==> src/rtl/alu_pkg.sv <==
// Shared ALU package.
// Holds the divider state encoding, the default datapath width, the
// divide-by-zero quotient constant and a helper for the iteration-counter width.
package alu_pkg;

  localparam int ALU_WIDTH = 32;

  // Quotient reported when the divisor is zero.
  localparam logic [ALU_WIDTH-1:0] DIV_ZERO_Q = {ALU_WIDTH{1'b1}};

  typedef enum logic [1:0] {
    ST_IDLE = 2'd0,
    ST_RUN  = 2'd1,
    ST_FIX  = 2'd2
  } div_state_e;

  // Bits needed to count WIDTH-1 down to 0.
  function automatic int cnt_width(input int width);
    return $clog2(width);
  endfunction

endpackage

==> src/rtl/alu_div_step.sv <==
// One restoring-division iteration (purely combinational).
// Ports:
//   rem_i      current partial remainder (always < divisor_i)
//   dvd_bit_i  next dividend bit shifted into the remainder
//   divisor_i  divisor magnitude
//   rem_o      partial remainder after the trial subtraction
//   q_bit_o    quotient bit produced by this step
module alu_div_step #(
  parameter int WIDTH = 32
) (
  input  logic [WIDTH-1:0] rem_i,
  input  logic             dvd_bit_i,
  input  logic [WIDTH-1:0] divisor_i,
  output logic [WIDTH-1:0] rem_o,
  output logic             q_bit_o
);

  logic [WIDTH:0] shifted_s;
  logic [WIDTH:0] diff_s;

  // Shift, trial-subtract and restore.
  // Because rem_i < divisor_i, the shifted value is < 2*divisor_i, so a
  // WIDTH+1-bit difference has its top bit set exactly when a borrow occurred.
  always_comb begin
    shifted_s = {rem_i, dvd_bit_i};
    diff_s    = shifted_s - {1'b0, divisor_i};
    q_bit_o   = ~diff_s[WIDTH];
    if (q_bit_o) begin
      rem_o = diff_s[WIDTH-1:0];
    end else begin
      rem_o = shifted_s[WIDTH-1:0];
    end
  end

endmodule

==> src/rtl/alu_div.sv <==
// Iterative restoring divider for DIV/DIVU, one quotient bit per clock.
// Ports:
//   clk, reset   rising-edge clock, asynchronous active-high reset
//   start        request a division (sampled only while idle)
//   A, B, Sign   dividend, divisor, signed select (sampled on the accept edge)
//   busy         operation in flight
//   done         one-cycle pulse: Q/R/flags just updated
//   Q, R         quotient / remainder, held until the next done
//   Z, N, V, DZ  zero, negative, signed overflow, divide-by-zero flags
module alu_div
  import alu_pkg::*;
#(
  parameter int WIDTH = ALU_WIDTH
) (
  input  logic             clk,
  input  logic             reset,
  input  logic             start,
  input  logic [WIDTH-1:0] A,
  input  logic [WIDTH-1:0] B,
  input  logic             Sign,
  output logic             busy,
  output logic             done,
  output logic [WIDTH-1:0] Q,
  output logic [WIDTH-1:0] R,
  output logic             Z,
  output logic             N,
  output logic             V,
  output logic             DZ
);

  localparam int CW = cnt_width(WIDTH);

  div_state_e state_q, state_d;
  logic [CW-1:0]    cnt_q, cnt_d;
  logic [WIDTH-1:0] rem_q, rem_d;
  logic [WIDTH-1:0] dvd_q, dvd_d;   // dividend in, quotient bits shift in at the LSB
  logic [WIDTH-1:0] dvs_q, dvs_d;
  logic             qneg_q, qneg_d;
  logic             rneg_q, rneg_d;
  logic             sign_q, sign_d;
  logic             ovf_q, ovf_d;
  logic             dz_q, dz_d;

  logic [WIDTH-1:0] quo_out_q, quo_out_d;
  logic [WIDTH-1:0] rem_out_q, rem_out_d;
  logic             z_q, z_d;
  logic             n_q, n_d;
  logic             v_q, v_d;
  logic             dzf_q, dzf_d;
  logic             busy_q, busy_d;
  logic             done_q, done_d;

  logic [WIDTH-1:0] a_mag_s;
  logic [WIDTH-1:0] b_mag_s;
  logic [WIDTH-1:0] q_fix_s;
  logic [WIDTH-1:0] r_fix_s;
  logic [WIDTH-1:0] step_rem_s;
  logic             step_q_s;

  alu_div_step #(.WIDTH(WIDTH)) u_step (
    .rem_i     (rem_q),
    .dvd_bit_i (dvd_q[WIDTH-1]),
    .divisor_i (dvs_q),
    .rem_o     (step_rem_s),
    .q_bit_o   (step_q_s)
  );

  // Operand magnitudes and sign fix-up of the finished quotient/remainder.
  // The most-negative dividend negates to itself, which is exactly the
  // unsigned magnitude needed, so overflow needs no special datapath.
  always_comb begin
    if (Sign && A[WIDTH-1]) begin
      a_mag_s = {WIDTH{1'b0}} - A;
    end else begin
      a_mag_s = A;
    end
    if (Sign && B[WIDTH-1]) begin
      b_mag_s = {WIDTH{1'b0}} - B;
    end else begin
      b_mag_s = B;
    end
    if (qneg_q) begin
      q_fix_s = {WIDTH{1'b0}} - dvd_q;
    end else begin
      q_fix_s = dvd_q;
    end
    if (rneg_q) begin
      r_fix_s = {WIDTH{1'b0}} - rem_q;
    end else begin
      r_fix_s = rem_q;
    end
  end

  // Next-state and datapath control.
  always_comb begin
    state_d   = state_q;
    cnt_d     = cnt_q;
    rem_d     = rem_q;
    dvd_d     = dvd_q;
    dvs_d     = dvs_q;
    qneg_d    = qneg_q;
    rneg_d    = rneg_q;
    sign_d    = sign_q;
    ovf_d     = ovf_q;
    dz_d      = dz_q;
    quo_out_d = quo_out_q;
    rem_out_d = rem_out_q;
    z_d       = z_q;
    n_d       = n_q;
    v_d       = v_q;
    dzf_d     = dzf_q;
    busy_d    = busy_q;
    done_d    = 1'b0;

    case (state_q)
      ST_IDLE: begin
        if (start) begin
          busy_d = 1'b1;
          sign_d = Sign;
          qneg_d = Sign & (A[WIDTH-1] ^ B[WIDTH-1]);
          rneg_d = Sign & A[WIDTH-1];
          ovf_d  = Sign & (A == {1'b1, {(WIDTH-1){1'b0}}}) & (B == {WIDTH{1'b1}});
          rem_d  = {WIDTH{1'b0}};
          dvs_d  = b_mag_s;
          cnt_d  = CW'(WIDTH - 1);
          if (B == {WIDTH{1'b0}}) begin
            // Keep the raw dividend: it becomes the remainder.
            dz_d    = 1'b1;
            dvd_d   = A;
            state_d = ST_FIX;
          end else begin
            dz_d    = 1'b0;
            dvd_d   = a_mag_s;
            state_d = ST_RUN;
          end
        end else begin
          state_d = ST_IDLE;
        end
      end

      ST_RUN: begin
        rem_d = step_rem_s;
        dvd_d = {dvd_q[WIDTH-2:0], step_q_s};
        if (cnt_q == {CW{1'b0}}) begin
          state_d = ST_FIX;
        end else begin
          cnt_d = cnt_q - CW'(1);
        end
      end

      ST_FIX: begin
        done_d  = 1'b1;
        busy_d  = 1'b0;
        state_d = ST_IDLE;
        if (dz_q) begin
          quo_out_d = {WIDTH{1'b1}};
          rem_out_d = dvd_q;
          z_d       = 1'b0;
          n_d       = sign_q;
          v_d       = 1'b0;
          dzf_d     = 1'b1;
        end else begin
          quo_out_d = q_fix_s;
          rem_out_d = r_fix_s;
          z_d       = (q_fix_s == {WIDTH{1'b0}});
          n_d       = sign_q & q_fix_s[WIDTH-1];
          v_d       = ovf_q;
          dzf_d     = 1'b0;
        end
      end

      default: begin
        state_d = ST_IDLE;
        busy_d  = 1'b0;
      end
    endcase
  end

  // State and output registers.
  always_ff @(posedge clk or posedge reset) begin
    if (reset) begin
      state_q   <= ST_IDLE;
      cnt_q     <= {CW{1'b0}};
      rem_q     <= {WIDTH{1'b0}};
      dvd_q     <= {WIDTH{1'b0}};
      dvs_q     <= {WIDTH{1'b0}};
      qneg_q    <= 1'b0;
      rneg_q    <= 1'b0;
      sign_q    <= 1'b0;
      ovf_q     <= 1'b0;
      dz_q      <= 1'b0;
      quo_out_q <= {WIDTH{1'b0}};
      rem_out_q <= {WIDTH{1'b0}};
      z_q       <= 1'b0;
      n_q       <= 1'b0;
      v_q       <= 1'b0;
      dzf_q     <= 1'b0;
      busy_q    <= 1'b0;
      done_q    <= 1'b0;
    end else begin
      state_q   <= state_d;
      cnt_q     <= cnt_d;
      rem_q     <= rem_d;
      dvd_q     <= dvd_d;
      dvs_q     <= dvs_d;
      qneg_q    <= qneg_d;
      rneg_q    <= rneg_d;
      sign_q    <= sign_d;
      ovf_q     <= ovf_d;
      dz_q      <= dz_d;
      quo_out_q <= quo_out_d;
      rem_out_q <= rem_out_d;
      z_q       <= z_d;
      n_q       <= n_d;
      v_q       <= v_d;
      dzf_q     <= dzf_d;
      busy_q    <= busy_d;
      done_q    <= done_d;
    end
  end

  assign busy = busy_q;
  assign done = done_q;
  assign Q    = quo_out_q;
  assign R    = rem_out_q;
  assign Z    = z_q;
  assign N    = n_q;
  assign V    = v_q;
  assign DZ   = dzf_q;

endmodule

==> config.mk <==
export PLATFORM = sky130hd
export DESIGN_NAME = alu_div
export DESIGN_NICKNAME = d
export VERILOG_FILES = /design/src/rtl/alu_pkg.sv /design/src/rtl/alu_div_step.sv /design/src/rtl/alu_div.sv
export SDC_FILE = /design/constraint.sdc
export NUM_CORES = 1
export LEC_CHECK = 0
export ABC_AREA = 1
export BUFFER_PORTS_ARGS = -buffer_cell sky130_fd_sc_hd__buf_2
export CORE_MARGIN = 2
export CORE_UTILIZATION = 55
export CTS_BUF_LIST = sky130_fd_sc_hd__clkbuf_8
export DETAILED_ROUTE_END_ITERATION = 16
export PLACE_DENSITY_LB_ADDON = 0.05
export SLEW_MARGIN = 20
export SYNTH_ARGS = -nofsm -noshare
export SYNTH_HDL_FRONTEND = slang
export SYNTH_SLANG_ARGS = --single-unit
export TNS_END_PERCENT = 5
==> constraint.sdc <==
create_clock -name clk -period 9.9 [get_ports clk]
set_input_delay 0 -clock clk [delete_from_list [all_inputs] [get_ports clk]]
set_output_delay 0 -clock clk [all_outputs]
set_load 0.1 [all_outputs]
==> out/summary.txt <==
Core Region - 24400 um^2
top cell type's share of synthesized area - 32.5%
Max Cap Viol - 0
Vias per Instance - 5.76
Placed Area - 14600 um^2
largest cells by area after synthesis - dfrtp_1 32%, nand2_1 18%, nand3_1 8.9%
Final min period - 2.87 ns
detailed-router iteration count before antenna repair - 6
endpoints failing setup - 0
Placer Congestion - 0.995
die area - 26200 um^2
HP Class - in2reg
Detailed Route Iter0 Violations - 1788
RSZ-0062 raised after global routing - no
NumNets Final - 2409
Primary FF master, synth - dfrtp_1
Area growth, synth to finish - 13.4%
number of synthesized register bits - 178
clk root buf - clkbuf_8
Max-Slew Margin vs Limit - 26.9%
Max Slew Vio Count - 0
Die Y - 162 um
number of fill cells - 2368
ANT nets after route - 0
Post-synth EDFFs - 0
htree depth - 4
Crit Path Max Fanout - 20
number of global-route vias before repair - 13900
setup_tns - 0 ns
n_diodes - 0
Overflow after GRT - 0
Die X - 162 um
Tightest Pin Transition - 1.09 ns
TritonCTS clock tree - yes
CTS sink cnt - 178
Clock Pin Slew Worst Setup and Hold Paths - 0.12 ns
pin count of the biggest net entering global routing - 108
synthesized instance count - 2147
final wirelength - 47100 um
Post-synth ARST share - 100%
post-synth net total - 2255
Netlist cell types - 46
clk buf depth - 2
syn_area_per_cell - 6.38 um^2
clock skew - 0.0192 ns
Setup CP Type - reg2reg
fin util - 63.8%
share of post-route cells with drive strength above 1 - 9.77%
Final Cell Area - 15500 um^2
postcts setup bufs - 0
port buffer count - 137
largest area contributor in the netlist - dfrtp_1
Total Routing Usage GR - 36.2%
antenna violations before repair - 1
post-DR wirelength/cell - 17.9 um
most frequent cell after synthesis - nand2_1
fin worst setup slack - 7.03 ns
register area share after synthesis - 32.5%
status - complete, no violations
CP required - 10.27 ns
Worst EP arrival - 3.24 ns
first-pass GRT wire length - 74500 um
Setup WS pre-CTS - 7.11 ns
top cells by count, synth - 654 x nand2_1, 279 x inv_1, 243 x nand3_1, 206 x nor2_1, 178 x dfrtp_1
Mapped Area - 13700 um^2
startpoint types - register
# IOs - 138
clock latency on the worst-skew pair - 0.48 ns
final hold viol count - 0
Final Cycle Share - 29.0%
# DRC - 0
Synth warnings - 0
max frequency - 348 MHz
Std-Cell Rows - 57
CP Capture Type - register
Vias - 15200
Inserted Clock Buffers - 17
starting density of the core - 56.2%
hpwl dp - 35400 um
-- flip-flops by register name, indices dropped and copies added (netlist names), 2 cells and up --
| signal | flops |
|---|---|
| Q | 32 |
| dvs_q | 32 |
| dvd_q | 32 |
| state_q | 2 |
| R | 32 |
| rem_q | 32 |
| cnt_q | 5 |
-- critical path, cell delays in order (launching register included) --
cell and delay (ns):
dfrtp_1 0.40, inv_1 0.11, ha_1 0.23, fa_1 0.40
inv_1 0.07, nand3_1 0.06, nand2_1 0.15, nand2_1 0.08
nand2_2 0.11, nand2_1 0.07, nand2_2 0.10, nand2_4 0.08
nand2_4 0.08, nand2_4 0.14, nand2_2 0.37, nand3_1 0.14
nand2_1 0.10, nand2_1 0.06
-- cell type report --
type                            instances  area, um^2  area share, %
Clock buffer                           17         234           1.50
Inverter                              287        1080           6.96
Tap cell                              324         405           2.61
Sequential cell                       178        4450           28.6
Timing Repair Buffer                  203        1320           8.50
Clock inverter                         15         161           1.04
Multi-Input combinational cell       1614        7890           50.7
-- worst paths after layout --
check | end | cells past startpoint | slack (ns) | from
max | rem_q[30]$_DFFE_PP0P_ | 17 | 7.03 | dvd_q[31]$_DFFE_PP0P_
min reg2reg | DZ$_DFFE_PP0P_ | 2 | 0.50 | DZ$_DFFE_PP0P_
max reg2reg | rem_q[30]$_DFFE_PP0P_ | 17 | 7.03 | dvd_q[31]$_DFFE_PP0P_
max in group asynchronous | dvs_q[7]$_DFFE_PP0P_ | 4 | 8.14 | reset
min | dvd_q[11]$_DFFE_PP0P_ | 5 | 0.04 | A[11]
min in group asynchronous | R[13]$_DFFE_PP0P_ | 3 | 0.26 | reset
-- logic make-up (layout without fill, tap and decap cells) --
logic type	Yosys count	in the layout	share of synthesized area, %
xor+xnor	42	42	2.68
flops	178	178	32.5
buf+inv	355	522	10.0
simple gates	1216	1216	38.3
fa+ha+maj	40	40	3.71
compound gates	316	316	12.8
-- metrics by stage --
stage | instances | hold WS (ns)
after floorplan | 2147 | 0.138
after global placement | 2550 | 0.298
after detailed placement | 2550 | 0.304
after CTS | 2638 | 0.00543
after global routing | 2638 | 0.0572
final | 2638 | 0.0426
-- layer usage --
metal	up-vias	wire length, um	share of wire (%)	global-route usage [%]
li1	7269	-	-	-
met1	7115	21300	45	52.7
met2	733	20400	43	55.5
met3	82	4410	9.4	7.25
met4	0	1080	2.3	8.65
met5	-	0	0	0
-- cells in the final DEF, fill, tap and decap left out, drive strengths merged, types with 26 or more instances in the layout --
cell type	synthesis	final
nand2	664	664
inv	283	291
nand3	252	252
nor2	219	219
o21ai	183	183
dfrtp	178	178
buf	23	147
a21oi	63	63
dlygate4sd3	0	56
nand4	43	43
ha	39	39
xor2	26	26
-- repair_timing --
item / in CTS / in global routing
setup endpoints to repair: 0 / 0
endpoints found under the hold margin: 160 / 0
hold buffers: 56 / 0
gates resized for setup: 0 / 0
Power is left out: the tool's default activity adds up to more than one toggle a clock period on the data nets, which glitch-free logic cannot reach.
